<file path="src/rtl/branch_predictor.sv">
// Bimodal branch predictor: 2-bit saturating counters indexed by fetch PC, with an IF->IS register.
// Define BP_STATS_EN to add saturating resolved-branch and mispredict counters.
module branch_predictor #(
    parameter int unsigned IDX_BITS   = 6,
    parameter int unsigned PC_WIDTH   = 32,
    parameter logic [1:0]  INIT_STATE = 2'b01
) (
    input  logic                clk,
    input  logic                rst_n,
    input  logic [PC_WIDTH-1:0] pc_IF,
    input  logic                fetchValid,
    input  logic                stall,
    input  logic                flush,
    output logic                prediction,
    output logic                prediction_IS,
    input  logic                resolveValid,
    input  logic                branchTaken,
    input  logic                falseTaken,
    input  logic                falseNotTaken,
    output logic                mispredict
`ifdef BP_STATS_EN
    ,
    output logic [31:0]         branchCount,
    output logic [31:0]         mispredictCount
`endif
);

    localparam int unsigned ENTRIES = 1 << IDX_BITS;

    logic [1:0]          cnt_q [ENTRIES];
    logic [1:0]          cnt_cur;
    logic [1:0]          cnt_d;
    logic [IDX_BITS-1:0] idx;
    logic [IDX_BITS-1:0] idx_IS_q, idx_IS_d;
    logic                pred_IS_q, pred_IS_d;
    logic                valid_IS_q, valid_IS_d;
    logic                upd;
    logic                unused_pc;

    assign idx       = pc_IF[IDX_BITS+1:2];
    assign unused_pc = ^{pc_IF[PC_WIDTH-1:IDX_BITS+2], pc_IF[1:0]};

    // Lookup reads the registered table, so a same-index update is not bypassed.
    assign prediction    = fetchValid & cnt_q[idx][1];
    assign prediction_IS = pred_IS_q;

    assign upd        = resolveValid & valid_IS_q & ~stall;
    assign mispredict = upd & (falseTaken | falseNotTaken);
    assign cnt_cur    = cnt_q[idx_IS_q];

    always_comb begin
        cnt_d = cnt_cur;
        if (branchTaken) begin
            if (cnt_cur != 2'b11) cnt_d = cnt_cur + 2'd1;
        end else begin
            if (cnt_cur != 2'b00) cnt_d = cnt_cur - 2'd1;
        end
    end

    always_comb begin
        idx_IS_d   = idx_IS_q;
        pred_IS_d  = pred_IS_q;
        valid_IS_d = valid_IS_q;
        // Flush wins over stall; the index is left as-is since valid is cleared.
        if (flush) begin
            pred_IS_d  = 1'b0;
            valid_IS_d = 1'b0;
        end else if (!stall) begin
            idx_IS_d   = idx;
            pred_IS_d  = prediction;
            valid_IS_d = fetchValid;
        end
    end

    always_ff @(posedge clk or negedge rst_n) begin
        if (!rst_n) begin
            idx_IS_q   <= '0;
            pred_IS_q  <= 1'b0;
            valid_IS_q <= 1'b0;
        end else begin
            idx_IS_q   <= idx_IS_d;
            pred_IS_q  <= pred_IS_d;
            valid_IS_q <= valid_IS_d;
        end
    end

    always_ff @(posedge clk or negedge rst_n) begin
        if (!rst_n) begin
            for (int unsigned i = 0; i < ENTRIES; i++) cnt_q[i] <= INIT_STATE;
        end else if (upd) begin
            cnt_q[idx_IS_q] <= cnt_d;
        end
    end

`ifdef BP_STATS_EN
    logic [31:0] branch_cnt_q;
    logic [31:0] mispred_cnt_q;

    always_ff @(posedge clk or negedge rst_n) begin
        if (!rst_n) begin
            branch_cnt_q  <= '0;
            mispred_cnt_q <= '0;
        end else begin
            if (upd && branch_cnt_q != '1) branch_cnt_q <= branch_cnt_q + 32'd1;
            if (mispredict && mispred_cnt_q != '1) mispred_cnt_q <= mispred_cnt_q + 32'd1;
        end
    end

    assign branchCount     = branch_cnt_q;
    assign mispredictCount = mispred_cnt_q;
`endif

endmodule

</file>
<file path="config.mk">
export PLATFORM = sky130hd
export DESIGN_NAME = branch_predictor
export DESIGN_NICKNAME = d
export VERILOG_FILES = /design/src/rtl/branch_predictor.sv
export SDC_FILE = /design/constraint.sdc
export NUM_CORES = 1
export LEC_CHECK = 0
export ABC_AREA = 1
export CAP_MARGIN = 20
export CORE_ASPECT_RATIO = 0.7
export CORE_UTILIZATION = 55
export CTS_CLUSTER_DIAMETER = 80
export DETAILED_ROUTE_END_ITERATION = 8
export PLACE_DENSITY = 0.74
export SLEW_MARGIN = 20
export SYNTH_ARGS = -nofsm -noshare
export SYNTH_HDL_FRONTEND = slang
export SYNTH_SLANG_ARGS = --single-unit
</file>
<file path="constraint.sdc">
create_clock -name clk -period 3.7 [get_ports clk]
set_clock_uncertainty 0.1 [all_clocks]
set_input_delay 1.11 -clock clk [delete_from_list [all_inputs] [get_ports clk]]
set_output_delay 1.11 -clock clk [all_outputs]
set_load 0.03 [all_outputs]
</file>
==> results of run 1 <==
metrics by stage:
step / hold slack (ns) / cells / utilization / setup TNS (ns) / setup slack (ns)
after floorplan: 0.347 / 1269 / - / 0 / 0.00663
after global placement: 0.354 / 1444 / 0.602 / -0.468 / -0.468
after detailed placement: 0.356 / 1444 / 0.602 / -0.478 / -0.478
after CTS: 0.366 / 1478 / 0.649 / 0 / 0.0234
after global routing: 0.382 / 1481 / 0.656 / -0.0800 / -0.0800
final: 0.364 / 1481 / 0.656 / 0 / 0.0406
power groups by stage:
stage                     clock [mW]  sequential (mW)  combinational, mW
after floorplan                    0             1.59              0.405
after global placement             0             1.61              0.606
after detailed placement           0             1.61              0.607
after CTS                       1.82             1.58              0.618
after global routing            1.88             1.59              0.697
final                           1.81             1.58              0.646
cell usage after synthesis (2+ instances only):
| cell | number |
|---|---|
| sky130_fd_sc_hd__a21oi_1 | 12 |
| sky130_fd_sc_hd__buf_1 | 2 |
| sky130_fd_sc_hd__buf_2 | 21 |
| sky130_fd_sc_hd__buf_4 | 2 |
| sky130_fd_sc_hd__buf_6 | 10 |
| sky130_fd_sc_hd__clkbuf_1 | 24 |
| sky130_fd_sc_hd__dfrtp_1 | 72 |
| sky130_fd_sc_hd__dfstp_2 | 64 |
| sky130_fd_sc_hd__inv_1 | 122 |
| sky130_fd_sc_hd__inv_2 | 4 |
| sky130_fd_sc_hd__nand2_1 | 660 |
| sky130_fd_sc_hd__nand2_4 | 2 |
| sky130_fd_sc_hd__nand3_1 | 81 |
| sky130_fd_sc_hd__nand3b_1 | 2 |
| sky130_fd_sc_hd__nor2_1 | 71 |
| sky130_fd_sc_hd__nor2_2 | 2 |
| sky130_fd_sc_hd__nor3_1 | 48 |
| sky130_fd_sc_hd__o211ai_1 | 11 |
| sky130_fd_sc_hd__o21ai_0 | 39 |
| sky130_fd_sc_hd__o21ai_1 | 6 |
| sky130_fd_sc_hd__o22ai_1 | 6 |
| sky130_fd_sc_hd__or2_2 | 3 |
per-layer routing:
metal  global-route usage  wire (um)  share of wire
met5                    0          0              0
met2                0.478      10400           0.43
met3               0.0561       2480           0.10
met4               0.0965        372          0.015
met1                0.502      11100           0.46
worst register-to-register path, stage by stage, from the launching register on:
cell	delay (ns)
sky130_fd_sc_hd__dfrtp_2	0.43
sky130_fd_sc_hd__inv_2	0.44
sky130_fd_sc_hd__buf_12	0.27
sky130_fd_sc_hd__nand2_1	0.08
sky130_fd_sc_hd__nand3_1	0.13
sky130_fd_sc_hd__nand4_1	0.12
sky130_fd_sc_hd__nand2_1	0.08
sky130_fd_sc_hd__nand2_1	0.05
sky130_fd_sc_hd__nor2_1	0.16
sky130_fd_sc_hd__nand2_1	0.09
sky130_fd_sc_hd__nand2_2	0.12
sky130_fd_sc_hd__nand2_4	0.28
sky130_fd_sc_hd__buf_12	0.31
sky130_fd_sc_hd__nand3_1	0.09
sky130_fd_sc_hd__nand2_1	0.07
cells by family (layout without fill, tap and decap cells):
group           count (synthesis)  after routing
simple gates                  873            873
compound gates                 75             75
buf+inv                       185            207
flops                         136            136
worst max-delay path by stage:
stage	from	end	slack [ns]	depth (start not counted)
final	pc_IF[2]	prediction	0.04	12
after global routing	pc_IF[2]	prediction	-0.08	12
after CTS	pc_IF[2]	prediction	0.02	12
after detailed placement	pc_IF[2]	prediction	-0.48	11
after global placement	pc_IF[2]	prediction	-0.47	11
after floorplan	pc_IF[2]	prediction	0.007	11
layout make-up:
| class | count | area [sq um] | area share |
|---|---|---|---|
| Clock buffer | 20 | 437 | 0.0468 |
| Inverter | 126 | 483 | 0.0518 |
| Sequential cell | 136 | 3480 | 0.373 |
| Clock inverter | 12 | 180 | 0.0193 |
| Multi-Input combinational cell | 948 | 3940 | 0.422 |
| Timing Repair Buffer | 49 | 569 | 0.0610 |
| Tap cell | 190 | 238 | 0.0255 |
what timing repair did:
item / CTS / global route
cloned: 2 / 2
resized for setup: 24 / 18
setup endpoints to repair: 1 / 1
pin swaps: 1 / 9
setup buffers: 0 / 1
registers in the layout, summed over array words and instances, names as in the netlist:
signal	count
cnt_q	128
idx_IS_q	6
prediction_IS	1
valid_IS_q	1
==> results.rst, run 1 <==
.. list-table::
   :header-rows: 1

   * - Metric
     - Value
   * - Status
     - finished, final reports clean
   * - Setup repair after global routing missed its margin
     - yes
   * - Flop and latch count out of synthesis
     - 136
   * - Leading post-synthesis cells by cell area
     - sky130_fd_sc_hd__nand2_1, sky130_fd_sc_hd__dfrtp_1, sky130_fd_sc_hd__dfstp_2
   * - Final Hold Fails
     - 0
   * - Element type at the critical path end
     - primary output
   * - Global placer's final weighted congestion
     - 0.951
   * - Critical path startpoint category
     - input port
   * - TritonRoute pass-1 iters
     - 5
   * - Slowest stage cell on the critical path
     - sky130_fd_sc_hd__buf_12
   * - Initial Util
     - 0.575
   * - Net switching power
     - 1.19 mW
   * - Hold Path Sink
     - cnt_q[102]
   * - Routed Antenna Nets
     - 0
   * - Total Routed Length
     - 24,300 um
   * - Path category of the worst min-delay check
     - flip-flop to flip-flop
   * - Power per Cell Area
     - 432 nW/um^2
   * - Largest stage delay, worst path
     - 0.16 ns
   * - Library cell occupying the most area in the post-synthesis netlist
     - sky130_fd_sc_hd__nand2_1
   * - Post-layout instance area
     - 9330 sq um
   * - Port-buffer cells
     - 17
   * - CTS tree
     - built
   * - Commonest non-fill, non-tap cells in the layout
     - sky130_fd_sc_hd__nand2_1, sky130_fd_sc_hd__inv_1, sky130_fd_sc_hd__nand3_1
   * - Drt via density
     - 5.51
   * - Slew Viols, Final
     - 0
   * - Primary flip-flop cell chosen by synthesis mapping
     - sky130_fd_sc_hd__dfrtp_1
   * - Detailed-route via count
     - 8,160
   * - Clock tree sinks
     - 136
   * - Total of endpoints with negative setup slack in the final report
     - 0
   * - Worst-skew pair later-pin latency
     - 0.42 ns
   * - Top delay family on crit path
     - compound AO/OA/AOI/OAI gates
   * - Portion of synthesized cell area occupied by the leading cell type
     - 0.303
   * - Final Power
     - 4.04 mW
   * - Proportion of power drawn by combinational gates
     - 0.160
   * - Global-route wire length before repair
     - 39,400 um
   * - Top cell by count, worst path
     - sky130_fd_sc_hd__nand2_1
   * - Number of synthesized flops with an enable pin
     - 0
   * - Clock buffer count from CTS
     - 17
   * - Fmax
     - 273 MHz
   * - Net count after synthesis
     - 1,310
   * - Syn_area_per_cell
     - 6.45 sq um
   * - CTS H-tree lvls
     - 4
   * - Number of global-route vias before repair
     - 7,403
   * - Hold Path Origin
     - cnt_q[102]
   * - FF-to-FF End
     - cnt_q[19]
   * - Rows
     - 36
   * - Number of nets in the final layout
     - 1,319
   * - Placed Area
     - 8560 sq um
   * - XOR/XNOR Fraction of Synth Area
     - 0
   * - Cells along the critical path
     - buf_6 > buf_12 > a21oi_1 > o21ai_1 > o21ai_1 > nand2_1 > nand2_1 > nand2_1 > nand3_2 > nand3_2 > a21oi_4 > buf_6
   * - Reg clk slew, reported paths
     - 0.06 ns
   * - Commonest non-fill, non-tap cell in the layout
     - sky130_fd_sc_hd__nand2_1
   * - Number of antenna violations at the first check in global routing
     - 0
   * - Count of inserted antenna diode cells
     - 0
   * - Number of max-cap violations
     - 0
   * - Leakage dissipation
     - 4.66 nW
   * - Largest net degree at the start of global routing
     - 82
   * - Worst EP required
     - 2.49 ns
   * - Worst IR drop on VDD
     - 271 uV
   * - FF-to-FF Start
     - idx_IS_q[0]
   * - Proportion of register bits with asynchronous set or reset after synthesis
     - 1.00
   * - Hold Path Stages
     - 2
   * - Depth of the worst register-to-register path
     - 14
   * - Clock tree buffer depth
     - 2
   * - Die extent in x
     - 148 um
   * - Cell-internal power
     - 2.85 mW
   * - Initial drt markers
     - 1,178
   * - Type of the setup path with the least slack
     - input port to primary output
   * - Area inside the core boundary
     - 14,200 sq um
   * - Slew Limit Headroom
     - 0.446
   * - DRC Markers
     - 0
   * - Mapped Cells
     - 1,269
   * - Switching share of total power
     - 0.294
   * - Netlist Area Pre-Place
     - 8190 sq um
   * - Setup slack of the most critical reg-to-reg path
     - 0.77 ns
   * - Portion of the post-synthesis area used by sequential elements
     - 0.425
   * - Overall die height
     - 104 um
   * - Worst Path Arrival
     - 2.45 ns
   * - Post-synth cell types
     - 27
   * - Adder-cell share of the synthesized area
     - 0
   * - Buffering stage count on the worst path with inverters included
     - 3
   * - Slew @ Worst Pin
     - 0.832 ns
   * - Proportion of power drawn by the clock network
     - 0.447
   * - Post-synthesis compound-gate area fraction
     - 0.0506
   * - Synth Area in Simple Gates
     - 0.426
   * - Fraction of layout cells with a size suffix above 1
     - 0.119
   * - Total overflow reported by the global router
     - 0
   * - Die Area
     - 15,400 sq um
   * - Overall global routing resource usage
     - 0.330
   * - Share of the clock period used by the worst path
     - 0.989
   * - Layout area overhead
     - 14.0%
   * - # fillers
     - 1,273
   * - Ports
     - 44
   * - Sum of net half-perimeters after detailed placement
     - 15,400 um
   * - Library cell used as clock root buffer
     - sky130_fd_sc_hd__clkbuf_16
   * - Reg power frac
     - 0.393
   * - Number of warnings issued by yosys
     - 0
   * - Multiplexer fraction of the synthesized cell area
     - 0
   * - Min Tclk post-route
     - 3.66 ns
   * - Post-CTS Hold Buffers
     - 0
   * - Combinational family with the most area after synthesis
     - simple AND/OR/NAND/NOR gates
   * - Critical Path Fanout Max
     - 18
   * - Post-DR wirelength/cell
     - 16.4 um
Note: power is estimated with default switching activity, not from simulation.
==> run 2: changes to the inputs <==
SETUP_SLACK_MARGIN = 0.3   (was not set)
==> results.rst, run 2 (synthesis gave the netlist of run 1 again) <==
.. list-table::
   :header-rows: 1

   * - Metric
     - Value
   * - Worst IR drop on VDD
     - 260 uV (-4.2%)
   * - Commonest non-fill, non-tap cell in the layout
     - sky130_fd_sc_hd__nand2_1
   * - Registers with the most flip-flops
     - cnt_q: 128 flops, idx_IS_q: 6 flops
   * - Global routing met2 resource utilization
     - 0.484 (+0.00606)
   * - Cell-internal power
     - 2.62 mW (-8.2%)
   * - Final Power
     - 3.84 mW (-4.8%)
   * - Initial drt markers
     - 919 (-22%)
   * - Count of placed standard cells including taps
     - 1,441 (-0.21%)
   * - Overall global routing resource usage
     - 0.340 (+0.0104)
   * - Share of the clock period used by the worst path
     - 0.991 (+0.00238)
   * - Number of global-route vias before repair
     - 7,361 (-0.57%)
   * - Switching share of total power
     - 0.319 (+0.0254)
   * - Fmax
     - 273 MHz (-0.24%)
   * - Setup repair after global routing missed its margin
     - yes
   * - Count of inserted antenna diode cells
     - 0 (unchanged)
   * - Sum of net half-perimeters after detailed placement
     - 15,600 um (+1.2%)
   * - Slew Viols, Final
     - 0 (unchanged)
   * - Initial Util
     - 0.575 (unchanged)
   * - Top delay family on crit path
     - buffers and inverters
   * - CTS tree
     - built
   * - Buffering stage count on the worst path with inverters included
     - 5 (+2)
   * - Path category of the worst min-delay check
     - flip-flop to flip-flop
   * - Global placer's final weighted congestion
     - 0.927 (-2.5%)
   * - Port-buffer cells
     - 17 (unchanged)
   * - Routed Antenna Nets
     - 0 (unchanged)
   * - Layout area overhead
     - 13.4%
   * - Fraction of layout cells with a size suffix above 1
     - 0.123 (+0.00406)
   * - Total overflow reported by the global router
     - 0 (unchanged)
   * - Critical Path Fanout Max
     - 8 (-10)
   * - Slew @ Worst Pin
     - 0.822 ns (-0.00986 ns)
   * - Worst EP required
     - 2.49 ns (about the same)
   * - Met3 usage
     - 0.0912 (+0.0351)
   * - Worst-skew pair later-pin latency
     - 0.43 ns (about the same)
   * - Number of antenna violations at the first check in global routing
     - 0 (unchanged)
   * - Clock tree sinks
     - 136 (unchanged)
   * - Largest net degree at the start of global routing
     - 82 (unchanged)
   * - Global-route track usage on met1
     - 0.486 (-0.0154)
   * - Type of the setup path with the least slack
     - input port to primary output
   * - Reg clk slew, reported paths
     - 0.07 ns (about the same)
   * - Number of flip-flops in the largest register
     - 128 (unchanged)
   * - Commonest non-fill, non-tap cells in the layout
     - sky130_fd_sc_hd__nand2_1, sky130_fd_sc_hd__inv_1, sky130_fd_sc_hd__nand3_1
   * - Total Routed Length
     - 25,000 um (+2.9%)
   * - Proportion of power drawn by the clock network
     - 0.415 (-0.032)
   * - Post-layout instance area
     - 9280 sq um (-0.54%)
   * - Detailed-route via count
     - 8,175 (+0.18%)
   * - Area inside the core boundary
     - 14,200 sq um (unchanged)
   * - Slowest stage cell on the critical path
     - sky130_fd_sc_hd__o22ai_2
   * - Top cell by count, worst path
     - sky130_fd_sc_hd__nand2_1
   * - Setup slack of the most critical reg-to-reg path
     - 0.48 ns (-0.29 ns)
   * - Total of endpoints with negative setup slack in the final report
     - 0 (unchanged)
   * - Critical path startpoint category
     - input port
   * - Reg power frac
     - 0.414 (+0.021)
   * - Element type at the critical path end
     - primary output
   * - Status
     - finished, final reports clean
   * - Total negative slack for setup checks
     - 0 ns (unchanged)
   * - Clock tree buffer depth
     - 2 (unchanged)
   * - Min setup slack post-route
     - 0.0318 ns (-0.00880 ns)
   * - Library cell used as clock root buffer
     - sky130_fd_sc_hd__clkbuf_16
   * - Post-CTS Hold Buffers
     - 0 (unchanged)
   * - Number of max-cap violations
     - 0 (unchanged)
   * - CTS H-tree lvls
     - 4 (unchanged)
   * - DRC Markers
     - 0 (unchanged)
   * - Overall die height
     - 104 um (unchanged)
   * - Ports
     - 44 (unchanged)
   * - Global-route wire length before repair
     - 39,800 um (+0.98%)
   * - Largest stage delay, worst path
     - 0.18 ns (+0.02 ns)
   * - Post-DR wirelength/cell
     - 16.9 um (+3.1%)
   * - Most flop-heavy register
     - cnt_q
   * - Number of nets in the final layout
     - 1,317 (-0.15%)
   * - Power per Cell Area
     - 414 nW/um^2 (-4.2%)
   * - Slew Limit Headroom
     - 0.452 (+0.00657)
   * - TritonRoute pass-1 iters
     - 5 (unchanged)
   * - Min Tclk post-route
     - 3.67 ns (+0.00880 ns)
   * - Net switching power
     - 1.23 mW (+3.5%)
   * - Leakage dissipation
     - 4.63 nW (-0.65%)
   * - Rows
     - 36 (unchanged)
   * - Final Hold Fails
     - 0 (unchanged)
   * - Placed Area
     - 8530 sq um (-0.35%)
   * - Worst Path Arrival
     - 2.46 ns (about the same)
   * - Count of placed standard cells in the final layout, fillers left out
     - 1,479 (-0.14%)
   * - Proportion of power drawn by combinational gates
     - 0.171 (+0.011)
   * - Die extent in x
     - 148 um (unchanged)
   * - Worst setup slack before clock tree synthesis
     - -0.484 ns (-0.00574 ns)
   * - Routing layer with the top usage in global route
     - met1
   * - Cells along the critical path
     - buf_12 > inv_8 > buf_12 > buf_6 > nor2_2 > o22ai_2 > nand2_1 > nand2_1 > nand2_1 > nand3b_1 > nand3_4 > a21oi_4 > buf_6
   * - Clock buffer count from CTS
     - 17 (unchanged)
   * - Drt via density
     - 5.53 (+0.32%)
   * - Die Area
     - 15,400 sq um (unchanged)
[run 2: changes by cell type in the layout (fill, tap and decap cells not counted), sizes merged]
cell | before | now
clkinv | 6 | 4
dlymetal6s2s | 0 | 1
dlygate4sd2 | 1 | 2
clkdlybuf4s50 | 11 | 9
clkinvlp | 2 | 4
bufinv | 4 | 0
inv | 126 | 130
clkbuf | 22 | 20
[run 2: final cells by class]
type,count,area [sq um]
fill,1260,4950
inverter,126,480
sequential,136,3480
clock inverter,12,92.6
timing repair buffer,47,549
clock buffer,20,457
multi-input combinational,948,3980
tap,190,238
[run 2: through the flow]
step,hold WS (ns),utilization
2_1_floorplan,0.347,-
3_3_place_gp,0.354,0.600
3_5_place_dp,0.358,0.600
4_1_cts,0.367,0.650
5_1_grt,0.380,0.652
6_report,0.368,0.652
[run 2: repair_timing]
| action | in CTS | in global routing |
|---|---|---|
| pin swaps | 12 | 7 |
| endpoints found under the setup margin | 2 | 9 |
| cloned | 2 | 0 |
| resized for setup | 39 | 8 |
| buffers inserted | 4 | 0 |
[run 2: power by group through the flow]
stage               clock, mW  sequential, mW  combinational [mW]
global route             1.68            1.60               0.701
global placement            0            1.61               0.600
floorplan                   0            1.59               0.410
CTS                      1.61            1.59               0.630
finish                   1.59            1.59               0.657
detailed placement          0            1.61               0.605
[run 2: per-layer routing]
metal | up-vias | part of all wire
met3 | 78 | 0.13
met5 | - | 0
li1 | 3921 | -
met2 | 477 | 0.41
met4 | 0 | 0.033
met1 | 3699 | 0.42
[run 2: tightest hold or removal path, delay by kind of cell (launching register included)]
kind             cells  cell delay [ns]
DFF                  1             0.37
and+or+nand+nor      2             0.10
[run 2: final timing paths]
kind                        startpoint         end  cells past startpoint
hold / removal               cnt_q[66]   cnt_q[66]                      2
setup reg to reg           idx_IS_q[1]  cnt_q[106]                     16
hold reg to reg              cnt_q[66]   cnt_q[66]                      2
setup / recovery              pc_IF[2]  prediction                     13
max in group asynchronous        rst_n  cnt_q[120]                      2
min in group asynchronous        rst_n   cnt_q[81]                      1
==> run 3: changes to the inputs <==
CELL_PAD_IN_SITES_DETAIL_PLACEMENT = 1   (was not set)
CELL_PAD_IN_SITES_GLOBAL_PLACEMENT = 1   (was not set)
CORE_UTILIZATION = 43   (was 55)
PLACE_DENSITY = not set   (was 0.74)
PLACE_DENSITY_LB_ADDON = 0.1   (was not set)
==> results.rst, run 3 (synthesis gave the netlist of run 1 again) <==
.. list-table::
   :header-rows: 1

   * - Metric
     - Value
   * - Clock buffer count from CTS
     - 17 (unchanged)
   * - Share of the clock period used by the worst path
     - 0.991 (about the same)
   * - Largest stage delay, worst path
     - 0.17 ns (about the same)
   * - Path category of the worst min-delay check
     - flip-flop to flip-flop
   * - Fraction of layout cells with a size suffix above 1
     - 0.125 (+0.00126)
   * - Worst IR drop on VDD
     - 320 uV (+23%)
   * - Registers with the most flip-flops
     - cnt_q: 128 flops, idx_IS_q: 6 flops
   * - Slowest stage cell on the critical path
     - sky130_fd_sc_hd__a21oi_4
   * - Most flop-heavy register
     - cnt_q
   * - Largest net degree at the start of global routing
     - 82 (unchanged)
   * - Commonest non-fill, non-tap cell in the layout
     - sky130_fd_sc_hd__nand2_1
   * - Status
     - finished, final reports clean
   * - Detailed-route via count
     - 8,105 (-0.86%)
   * - Min Tclk post-route
     - 3.67 ns (-0.00224 ns)
   * - Slew Limit Headroom
     - 0.542 (+0.0902)
   * - Area inside the core boundary
     - 18,300 sq um (+29%)
   * - Worst setup slack before clock tree synthesis
     - -0.541 ns (-0.0569 ns)
   * - Clock tree buffer depth
     - 2 (unchanged)
   * - Layout area overhead
     - 15.2%
   * - Drt via density
     - 5.30 (-4.0%)
   * - Total overflow reported by the global router
     - 0 (unchanged)
   * - Slew @ Worst Pin
     - 0.684 ns (-0.138 ns)
   * - Reg clk slew, reported paths
     - 0.06 ns (about the same)
   * - Hold WS
     - 0.365 ns (-0.00281 ns)
   * - Leakage dissipation
     - 4.67 nW (+0.80%)
   * - Number of antenna violations at the first check in global routing
     - 0 (unchanged)
   * - Worst-skew pair later-pin latency
     - 0.44 ns (about the same)
   * - Sum of net half-perimeters after detailed placement
     - 18,700 um (+20%)
   * - Worst Path Arrival
     - 2.46 ns (about the same)
   * - Initial drt markers
     - 635 (-31%)
   * - Rows
     - 41 (+14%)
   * - Critical Path Fanout Max
     - 8 (unchanged)
   * - Ports
     - 44 (unchanged)
   * - CTS tree
     - built
   * - Number of global-route vias before repair
     - 8,389 (+14%)
   * - Number of flip-flops in the largest register
     - 128 (unchanged)
   * - Post-CTS Hold Buffers
     - 0 (unchanged)
   * - Commonest non-fill, non-tap cells in the layout
     - sky130_fd_sc_hd__nand2_1, sky130_fd_sc_hd__inv_1, sky130_fd_sc_hd__nand3_1
   * - Global placer's final weighted congestion
     - 0.863 (-7.0%)
   * - Post-DR wirelength/cell
     - 18.4 um (+8.8%)
   * - TritonRoute pass-1 iters
     - 7 (+2)
   * - Overall global routing resource usage
     - 0.301 (-0.0389)
   * - Overall die height
     - 117 um (+13%)
   * - Element type at the critical path end
     - primary output
   * - Initial Util
     - 0.447 (-0.128)
   * - Total Routed Length
     - 28,100 um (+12%)
   * - Cells along the critical path
     - buf_8 > buf_8 > a21oi_2 > o21ai_1 > o21ai_1 > nand2_1 > nand2_2 > nand2_1 > nand3_2 > nand3_2 > a21oi_4 > buf_6
   * - Count of inserted antenna diode cells
     - 0 (unchanged)
   * - Clock tree sinks
     - 136 (unchanged)
   * - Worst EP required
     - 2.49 ns (about the same)
   * - Type of the setup path with the least slack
     - input port to primary output
   * - Setup repair after global routing missed its margin
     - yes
   * - Number of max-cap violations
     - 0 (unchanged)
   * - Global-route wire length before repair
     - 45,500 um (+14%)
   * - # fillers
     - 2,451 (+95%)
   * - Total of endpoints with negative setup slack in the final report
     - 0 (unchanged)
   * - Die Area
     - 19,600 sq um (+27%)
   * - CTS H-tree lvls
     - 4 (unchanged)
   * - Die extent in x
     - 167 um (+13%)
   * - Fmax
     - 273 MHz (about the same)
   * - Port-buffer cells
     - 17 (unchanged)
   * - DRC Markers
     - 0 (unchanged)
   * - Power per Cell Area
     - 432 nW/um^2 (+4.3%)
   * - Slew Viols, Final
     - 0 (unchanged)
   * - Library cell used as clock root buffer
     - sky130_fd_sc_hd__clkbuf_16
   * - Routed Antenna Nets
     - 0 (unchanged)
   * - Number of nets in the final layout
     - 1,320 (+0.23%)
   * - Final Hold Fails
     - 0 (unchanged)
   * - Min setup slack post-route
     - 0.0340 ns (+0.00224 ns)
   * - Critical path startpoint category
     - input port
## run 3: per-stage QoR
step | TNS, ns | total power [mW] | util | instances | cell area [sq um]
after CTS | 0 | 4.09 | 0.513 | 1526 | 9390
after global placement | -0.516 | 2.26 | 0.475 | 1491 | 8700
after global routing | -0.0343 | 4.22 | 0.515 | 1528 | 9440
after floorplan | 0 | 2.00 | - | 1269 | 8250
final | 0 | 4.07 | 0.515 | 1528 | 9440
after detailed placement | -0.541 | 2.27 | 0.475 | 1491 | 8700
## run 3: layer usage
layer | vias up | share of wire | GRT usage
met5 | - | 0 | 0
met4 | 0 | 0.016 | 0.0845
met3 | 42 | 0.046 | 0.0508
met2 | 189 | 0.46 | 0.475
met1 | 3963 | 0.48 | 0.425
li1 | 3911 | - | -
## run 3: path summary, 6_finish.rpt
kind / endpoint / start / slack (ns) / cells past startpoint
max: prediction / pc_IF[2] / 0.03 / 12
min: cnt_q[126] / cnt_q[126] / 0.37 / 2
max reg2reg: cnt_q[19] / idx_IS_q[1] / 0.59 / 13
min reg2reg: cnt_q[126] / cnt_q[126] / 0.37 / 2
max in group asynchronous: cnt_q[124] / rst_n / 2.19 / 2
min in group asynchronous: cnt_q[99] / rst_n / 0.46 / 1
## run 3: timing repair
action,in CTS,in global routing
pin swaps,16,1
endpoints found under the setup margin,2,1
gates cloned,1,0
resized for setup,36,9
setup buffers,2,2
## run 3: power by group
part | leakage [nW] | total (mW) | switching (mW) | internal [mW]
Sequential | 1.65 | 1.59 | 0.0402 | 1.55
Clock | 0.287 | 1.81 | 0.694 | 1.11
Combinational | 2.73 | 0.676 | 0.497 | 0.179
Total | 4.67 | 4.07 | 1.23 | 2.84
## run 3: layout make-up
type | instances | area [sq um] | share of cell area
inverter | 126 | 475 | 0.0504
timing repair buffer | 50 | 611 | 0.0647
sequential | 136 | 3480 | 0.369
tap | 236 | 295 | 0.0313
clock inverter | 11 | 146 | 0.0155
multi-input combinational | 948 | 3950 | 0.419
clock buffer | 21 | 470 | 0.0499
## run 3: critical path, delay by kind of cell
family / cells / cell delay, ns
AOI/OAI and AO/OA: 4 / 0.46
buffers and inverters: 3 / 0.42
and+or+nand+nor: 5 / 0.45
